## src/rtl/memory_stream_reader_pkg.sv

```systemverilog
// Shared definitions for the memory streaming engines (reader and the
// companion write-side loader).
//   state_e    : engine state (IDLE / RUN / DRAIN)
//   FIFO_DEPTH : entries in the response/output buffer
//   OCC_WIDTH  : width needed to encode an occupancy of 0..FIFO_DEPTH
package memory_stream_reader_pkg;

   typedef enum logic [1:0] {
      ST_IDLE  = 2'd0,
      ST_RUN   = 2'd1,
      ST_DRAIN = 2'd2
   } state_e;

   localparam int FIFO_DEPTH = 2;
   localparam int OCC_WIDTH  = $clog2(FIFO_DEPTH + 1);

endpackage

```

## src/rtl/memory_stream_reader_stream_fifo2.sv

```systemverilog
// stream_fifo2: 2-entry register FIFO. Entry 0 is always the head, so the
// head outputs come straight from a register.
//   clk_i, rst_ni : clock, asynchronous active-low reset
//   push_i/data_i : write one entry (ignored when full and not popping)
//   pop_i         : remove the head entry
//   clear_i       : empty the FIFO; dominates push and pop
//   head_o        : head entry data
//   valid_o       : FIFO not empty
//   occ_o         : current occupancy (0..2)
module stream_fifo2
   import memory_stream_reader_pkg::*;
#(
   parameter int WIDTH = 17
) (
   input  logic                 clk_i,
   input  logic                 rst_ni,
   input  logic                 push_i,
   input  logic [WIDTH-1:0]     data_i,
   input  logic                 pop_i,
   input  logic                 clear_i,
   output logic [WIDTH-1:0]     head_o,
   output logic                 valid_o,
   output logic [OCC_WIDTH-1:0] occ_o
);

   logic [WIDTH-1:0]     e0_q, e0_d;
   logic [WIDTH-1:0]     e1_q, e1_d;
   logic [OCC_WIDTH-1:0] occ_q, occ_d;

   always_comb begin
      e0_d  = e0_q;
      e1_d  = e1_q;
      occ_d = occ_q;
      if (clear_i) begin
         occ_d = '0;
      end else begin
         case (occ_q)
            OCC_WIDTH'(0): begin
               if (push_i) begin
                  e0_d  = data_i;
                  occ_d = OCC_WIDTH'(1);
               end
            end
            OCC_WIDTH'(1): begin
               if (push_i && pop_i) begin
                  e0_d = data_i;
               end else if (push_i) begin
                  e1_d  = data_i;
                  occ_d = OCC_WIDTH'(2);
               end else if (pop_i) begin
                  occ_d = OCC_WIDTH'(0);
               end
            end
            default: begin
               // Full: the second entry shifts into the head on a pop.
               if (pop_i) begin
                  e0_d = e1_q;
                  if (push_i) begin
                     e1_d = data_i;
                  end else begin
                     occ_d = OCC_WIDTH'(1);
                  end
               end
            end
         endcase
      end
   end

   always_ff @(posedge clk_i or negedge rst_ni) begin
      if (!rst_ni) begin
         e0_q  <= '0;
         e1_q  <= '0;
         occ_q <= '0;
      end else begin
         e0_q  <= e0_d;
         e1_q  <= e1_d;
         occ_q <= occ_d;
      end
   end

   assign head_o  = e0_q;
   assign valid_o = (occ_q != '0);
   assign occ_o   = occ_q;

endmodule

```

## src/rtl/memory_stream_reader.sv

```systemverilog
// memory_stream_reader: reads `count` consecutive words starting at
// `base_addr` from a registered-output memory port and presents them as a
// valid/ready stream with full backpressure.
//   clock, reset_n        : clock, asynchronous active-low reset
//   start/base_addr/count : command, accepted only when idle
//   abort                 : cancel the active transfer
//   busy, done            : transfer active, one-cycle end pulse
//   mem_addr/mem_we       : memory read port address / write enable (0)
//   mem_rdata             : memory data, one cycle after mem_addr
//   m_valid/m_ready/m_data/m_last : output stream
module memory_stream_reader
   import memory_stream_reader_pkg::*;
#(
   parameter int DATA_WIDTH    = 16,
   parameter int ADDRESS_WIDTH = 11,
   parameter int COUNT_WIDTH   = ADDRESS_WIDTH + 1
) (
   input  logic                     clock,
   input  logic                     reset_n,
   input  logic                     start,
   input  logic [ADDRESS_WIDTH-1:0] base_addr,
   input  logic [COUNT_WIDTH-1:0]   count,
   input  logic                     abort,
   output logic                     busy,
   output logic                     done,
   output logic [ADDRESS_WIDTH-1:0] mem_addr,
   output logic                     mem_we,
   input  logic [DATA_WIDTH-1:0]    mem_rdata,
   output logic                     m_valid,
   input  logic                     m_ready,
   output logic [DATA_WIDTH-1:0]    m_data,
   output logic                     m_last
);

   state_e                   state_q;
   logic [ADDRESS_WIDTH-1:0] addr_q;
   logic [COUNT_WIDTH-1:0]   remaining_q;
   logic                     inflight_q;
   logic                     inflight_last_q;
   logic                     done_q;

   logic [OCC_WIDTH-1:0]     occ;
   logic [DATA_WIDTH:0]      head;
   logic                     pop;
   logic                     issue;
   logic                     clear;
   logic                     drained;
   logic [OCC_WIDTH:0]       pending;

   assign pop     = m_valid & m_ready;
   assign clear   = abort & (state_q != ST_IDLE);
   // Words already committed to the buffer: stored plus the one in flight.
   assign pending = {1'b0, occ} + {{OCC_WIDTH{1'b0}}, inflight_q};
   // Credit rule: never commit more words than the buffer can hold, counting
   // the slot freed by a pop in this same cycle.
   assign issue   = (state_q == ST_RUN) && !abort && (remaining_q != '0) &&
                    (pending < ((OCC_WIDTH + 1)'(FIFO_DEPTH) + {{OCC_WIDTH{1'b0}}, pop}));
   // Everything delivered once this cycle's pop completes.
   assign drained = (pending == {{OCC_WIDTH{1'b0}}, pop});

   always_ff @(posedge clock or negedge reset_n) begin
      if (!reset_n) begin
         state_q         <= ST_IDLE;
         addr_q          <= '0;
         remaining_q     <= '0;
         inflight_q      <= 1'b0;
         inflight_last_q <= 1'b0;
         done_q          <= 1'b0;
      end else begin
         done_q          <= 1'b0;
         inflight_q      <= issue;
         inflight_last_q <= issue && (remaining_q == COUNT_WIDTH'(1));
         case (state_q)
            ST_IDLE: begin
               if (start) begin
                  addr_q      <= base_addr;
                  remaining_q <= count;
                  if (count == '0) begin
                     done_q <= 1'b1;
                  end else begin
                     state_q <= ST_RUN;
                  end
               end
            end
            ST_RUN: begin
               if (abort) begin
                  state_q <= ST_IDLE;
                  done_q  <= 1'b1;
               end else if (issue) begin
                  addr_q      <= addr_q + ADDRESS_WIDTH'(1);
                  remaining_q <= remaining_q - COUNT_WIDTH'(1);
                  if (remaining_q == COUNT_WIDTH'(1)) begin
                     state_q <= ST_DRAIN;
                  end
               end
            end
            ST_DRAIN: begin
               if (abort || drained) begin
                  state_q <= ST_IDLE;
                  done_q  <= 1'b1;
               end
            end
            default: state_q <= ST_IDLE;
         endcase
      end
   end

   // Response capture is unconditional on inflight; the credit rule
   // guarantees a free slot.
   stream_fifo2 #(
      .WIDTH(DATA_WIDTH + 1)
   ) u_fifo (
      .clk_i   (clock),
      .rst_ni  (reset_n),
      .push_i  (inflight_q),
      .data_i  ({inflight_last_q, mem_rdata}),
      .pop_i   (pop),
      .clear_i (clear),
      .head_o  (head),
      .valid_o (m_valid),
      .occ_o   (occ)
   );

   assign m_data   = head[DATA_WIDTH-1:0];
   assign m_last   = head[DATA_WIDTH];
   assign busy     = (state_q != ST_IDLE);
   assign done     = done_q;
   assign mem_addr = addr_q;
   assign mem_we   = 1'b0;

endmodule

```

## config.mk

```make
export PLATFORM = sky130hd
export DESIGN_NAME = memory_stream_reader
export DESIGN_NICKNAME = d
export VERILOG_FILES = /design/src/rtl/memory_stream_reader_pkg.sv /design/src/rtl/memory_stream_reader_stream_fifo2.sv /design/src/rtl/memory_stream_reader.sv
export SDC_FILE = /design/constraint.sdc
export NUM_CORES = 1
export LEC_CHECK = 0
export CELL_PAD_IN_SITES_DETAIL_PLACEMENT = 1
export CELL_PAD_IN_SITES_GLOBAL_PLACEMENT = 1
export CORE_MARGIN = 10
export CORE_UTILIZATION = 38
export DETAILED_ROUTE_END_ITERATION = 8
export GPL_TIMING_DRIVEN = 1
export PLACE_DENSITY = 0.8
export REMOVE_ABC_BUFFERS = 1
export SETUP_SLACK_MARGIN = 0.02
export SYNTH_ARGS = -nofsm -noshare
export SYNTH_HDL_FRONTEND = slang
export SYNTH_SLANG_ARGS = --single-unit
```

## constraint.sdc

```tcl
create_clock -name clock -period 2.2 [get_ports clock]
set_input_delay 0.22 -clock clock [delete_from_list [all_inputs] [get_ports clock]]
set_output_delay 0.22 -clock clock [all_outputs]
set_load 0.1 [all_outputs]
```

==> results of run 1 <==
==> worst max-delay path, cell delays in order (launching register included) <==
cell and delay, ns:
dfrtp_1 0.45, or4_4 0.59, nor4b_4 0.24, nand2_1 0.08
buf_4 0.22, a31o_2 0.25, o21ai_0 0.08
==> power by group through the flow <==
| stage | combinational, mW | clock [mW] | sequential (mW) |
|---|---|---|---|
| global route | 3.61 | 1.22 | 2.12 |
| detailed placement | 3.40 | 0 | 2.06 |
| floorplan | 0.895 | 0 | 3.61 |
| finish | 3.39 | 1.14 | 2.05 |
| global placement | 3.32 | 0 | 2.02 |
| CTS | 3.42 | 1.16 | 2.04 |
==> cell usage in the layout, fill, tap and decap left out, types with 9 or more instances in the layout <==
cell	n
inv_1	9
mux2i_1	18
buf_4	39
o21ai_0	42
clkdlybuf4s50_1	42
clkbuf_8	9
nand2_1	43
mux2_2	17
a21oi_1	23
dfrtp_1	64
nor2_1	14
nand3_1	13
a31oi_1	18
==> repair_timing <==
item	4_1_cts	5_1_grt
hold endpoints to repair	18	0
hold buffers	1	0
resized for setup	0	2
gates cloned	0	0
pin swaps	1	0
buffers inserted	1	0
endpoints found under the setup margin	19	22
==> how the worst min path moves through the flow <==
stage,depth (start not counted),end,slack [ns],startpoint
finish,2,u_fifo.e1_q[9],0.39,reset_n
floorplan,0,done,-0.08,reset_n
CTS,2,u_fifo.e1_q[9],0.39,reset_n
detailed placement,1,u_fifo.e1_q[9],0.23,reset_n
global route,2,u_fifo.e1_q[9],0.41,reset_n
global placement,1,u_fifo.head_o[9],0.22,reset_n
==> layer usage <==
layer | part of all wire, % | GRT usage, % | up-vias
li1 | - | - | 1429
met1 | 45 | 19.6 | 1489
met5 | 0 | 0 | -
met4 | 0.89 | 4.93 | 0
met2 | 48 | 24.6 | 91
met3 | 6.1 | 4.04 | 9
==> cell type report <==
cell class,instances,area (µm²),area share [%]
tap,108,135,3.02
clock buffer,9,124,2.77
clock inverter,7,96.3,2.15
timing repair buffer,89,848,19.0
multi-input combinational,256,1630,36.5
inverter,9,33.8,0.755
sequential,64,1600,35.8
==> state kept, by name, indices dropped and copies added (netlist names) <==
register and flops:
done 1, inflight_last_q 1, inflight_q 1, mem_addr 11, remaining_q 12, state_q 2, u_fifo.e1_q 17, u_fifo.head_o 17
u_fifo.occ_o 2
==> logic make-up after synthesis <==
| logic type | Yosys count | share of synthesized area, % |
|---|---|---|
| AO/OA/AOI/OAI | 108 | 18.7 |
| XOR/XNOR | 1 | 0.262 |
| adder cells (fa/ha/maj) | 6 | 2.24 |
| buffers and inverters | 29 | 3.96 |
| flip-flops | 64 | 47.8 |
| multiplexers | 35 | 11.1 |
| other | 1 | 0.112 |
| AND/OR/NAND/NOR | 105 | 15.8 |
==> stage by stage <==
step                setup WS (ns)  hold slack, ns  cells
global route               0.0572           0.408    542
global placement           0.0537           0.217    524
finish                      0.181           0.390    542
floorplan                  -0.546         -0.0756    329
CTS                        0.0868           0.394    542
detailed placement        -0.0467           0.229    524
==> run_summary.xml, run 1 <==
<?xml version="1.0" encoding="UTF-8"?>
<metrics>
  <group name="timing">
    <metric name="achievable-frequency" unit="MHz">495</metric>
    <metric name="finalHoldViolCount" unit="">0</metric>
    <metric name="finalSetupTns" unit="ns">0</metric>
    <metric name="max-slew-margin-rel" unit="%">64.6</metric>
    <metric name="finalClockSkew" unit="ns">0.00627</metric>
    <metric name="report.final.setup_viol" unit="">0</metric>
    <metric name="setup_repair_after_global_routing_missed_its_margin" unit="">false</metric>
    <metric name="timing_max_transition_violations_final" unit="">0</metric>
    <metric name="period_needed" unit="ns">2.02</metric>
    <metric name="tightestPinTransition" unit="ns">0.530</metric>
    <metric name="layout_worst_path_cycle_share" unit="%">91.8</metric>
  </group>
  <group name="routing">
    <metric name="drtAntennaViolNets" unit="">0</metric>
    <metric name="firstDrtPassIters" unit="">4</metric>
    <metric name="via_per_inst" unit="">5.57</metric>
    <metric name="initialDrtViolationCount" unit="">141</metric>
    <metric name="route.vias.total" unit="">3018</metric>
    <metric name="post_drt_wl_per_cell" unit="µm">18.4</metric>
    <metric name="wirelength" unit="µm">9970</metric>
    <metric name="detail_route.drc_violations" unit="">0</metric>
  </group>
  <group name="final_layout">
    <metric name="fillerInstances" unit="">987</metric>
    <metric name="final_area" unit="µm²">4470</metric>
    <metric name="nets" unit="">479</metric>
    <metric name="antenna_cells_inserted" unit="">0</metric>
    <metric name="post_route_cells_drive_above_1_share" unit="%">21.0</metric>
    <metric name="syn_to_final_growth" unit="%">33.5</metric>
    <metric name="final_core_utilization" unit="%">51.8</metric>
  </group>
  <group name="critical_path">
    <metric name="path_class" unit="">reg2reg</metric>
    <metric name="cp_max_fo" unit="">22</metric>
    <metric name="critPathArrivalTime" unit="ns">2.27</metric>
    <metric name="worstSetupStartpoint" unit="">remaining_q[9]</metric>
    <metric name="setup.worst_path.end_class" unit="">flop</metric>
    <metric name="ff2ff_setup_slack" unit="ns">0.18</metric>
    <metric name="critPathCapture" unit="">remaining_q[10]</metric>
    <metric name="reg2regPathDepth" unit="">6</metric>
    <metric name="worst_r2r_endpoint" unit="">remaining_q[10]</metric>
    <metric name="crit-reg2reg-launch" unit="">remaining_q[9]</metric>
    <metric name="crit_path_start_kind" unit="">flop</metric>
    <metric name="worst-endpoint-required" unit="ns">2.46</metric>
  </group>
  <group name="die">
    <metric name="area_of_the_die" unit="µm²">13000</metric>
    <metric name="rows" unit="">34</metric>
    <metric name="initial_core_util" unit="%">38.8</metric>
    <metric name="core" unit="µm²">8640</metric>
    <metric name="die_w" unit="µm">114</metric>
    <metric name="pin_count" unit="">76</metric>
    <metric name="floorplan.die.height" unit="µm">114</metric>
  </group>
  <group name="power">
    <metric name="p_seq_share" unit="%">31.1</metric>
    <metric name="power.internal" unit="mW">3.17</metric>
    <metric name="post-layout-total-power" unit="mW">6.57</metric>
    <metric name="p_switching" unit="mW">3.40</metric>
    <metric name="total_leakage_power" unit="nW">1.92</metric>
    <metric name="p_sw_share" unit="%">51.8</metric>
    <metric name="p_clk_share" unit="%">17.3</metric>
    <metric name="comb_power_share" unit="%">51.6</metric>
    <metric name="worst_ir_drop_on_vdd" unit="µV">1090</metric>
    <metric name="power_density" unit="nW/µm²">1470</metric>
  </group>
  <group name="grt">
    <metric name="grt_pass1_wl" unit="µm">16400</metric>
    <metric name="globalRoute.totalOverflow" unit="">0</metric>
    <metric name="antenna_found_initial" unit="">0</metric>
    <metric name="first_global_vias" unit="">3277</metric>
    <metric name="track_usage" unit="%">15.3</metric>
    <metric name="pin_count_of_the_biggest_net_entering_global_routing" unit="">55</metric>
  </group>
  <group name="worst_hold_path">
    <metric name="hold_class" unit="">in2async</metric>
  </group>
  <group name="logic_synthesis">
    <metric name="synth_area_per_cell" unit="µm²">9.60</metric>
    <metric name="yosysUniqueCellTypes" unit="">42</metric>
    <metric name="synth-seq-cells" unit="">64</metric>
    <metric name="synth_seq_area_share" unit="%">47.8</metric>
    <metric name="post-synth-top-area-cell" unit="">dfrtp_1</metric>
    <metric name="ys.flop_type" unit="">dfrtp_1</metric>
    <metric name="synth_async_sr_flop_share" unit="%">100</metric>
    <metric name="area_of_the_mapped_netlist" unit="µm²">3350</metric>
    <metric name="synthCells" unit="">349</metric>
    <metric name="synth.most_common_cell" unit="">dfrtp_1</metric>
    <metric name="synth_warnings" unit="">0</metric>
    <metric name="main_area_contributors_after_synthesis" unit="">dfrtp_1 (48%), o21ai_0 (6.3%), mux2_2 (5.7%), mux2i_1 (5.4%), nand2_1 (4.8%)</metric>
    <metric name="synth_edf_count" unit="">0</metric>
    <metric name="area_share_of_the_largest_cell_type_after_synthesis" unit="%">47.8</metric>
    <metric name="synth_commonest_cells" unit="">dfrtp_1 (64), nand2_1 (43), o21ai_0 (42), a21oi_1 (23)</metric>
  </group>
  <group name="clock_tree">
    <metric name="tritoncts" unit="">yes</metric>
    <metric name="cts.clk_slew.worst_paths" unit="ns">0.08</metric>
    <metric name="clk_lat_worst_skew" unit="ns">0.34</metric>
    <metric name="cts_num_sinks" unit="">64</metric>
    <metric name="cts_root_cell" unit="">clkbuf_8</metric>
    <metric name="cts-buffers-inserted" unit="">9</metric>
    <metric name="cts_max_path_buffers" unit="">2</metric>
    <metric name="cts_max_level" unit="">3</metric>
  </group>
  <group name="placement">
    <metric name="dp.final_hpwl" unit="µm">7150</metric>
    <metric name="placed_area" unit="µm²">4210</metric>
    <metric name="placement.io_buffers" unit="">74</metric>
    <metric name="place_congestion" unit="">0.807</metric>
  </group>
  <group name="outcome">
    <metric name="status" unit="">complete, no violations</metric>
  </group>
  <group name="flow_run">
    <metric name="maxCapViolations" unit="">0</metric>
  </group>
</metrics>
(Power assumes the default switching activity.)
==> run 2, diff against run 1 <==
--- a/config.mk
+++ b/config.mk
@@ -9,8 +9,8 @@
 export CELL_PAD_IN_SITES_GLOBAL_PLACEMENT = 1
 export CORE_MARGIN = 10
 export CORE_UTILIZATION = 38
+export CTS_BUF_LIST = sky130_fd_sc_hd__clkbuf_4 sky130_fd_sc_hd__clkbuf_8 sky130_fd_sc_hd__clkbuf_16
 export DETAILED_ROUTE_END_ITERATION = 8
-export GPL_TIMING_DRIVEN = 1
 export PLACE_DENSITY = 0.8
 export REMOVE_ABC_BUFFERS = 1
 export SETUP_SLACK_MARGIN = 0.02
==> results of run 2 <==
No change in the layout: final DEF, timing and power equal those of run 1.
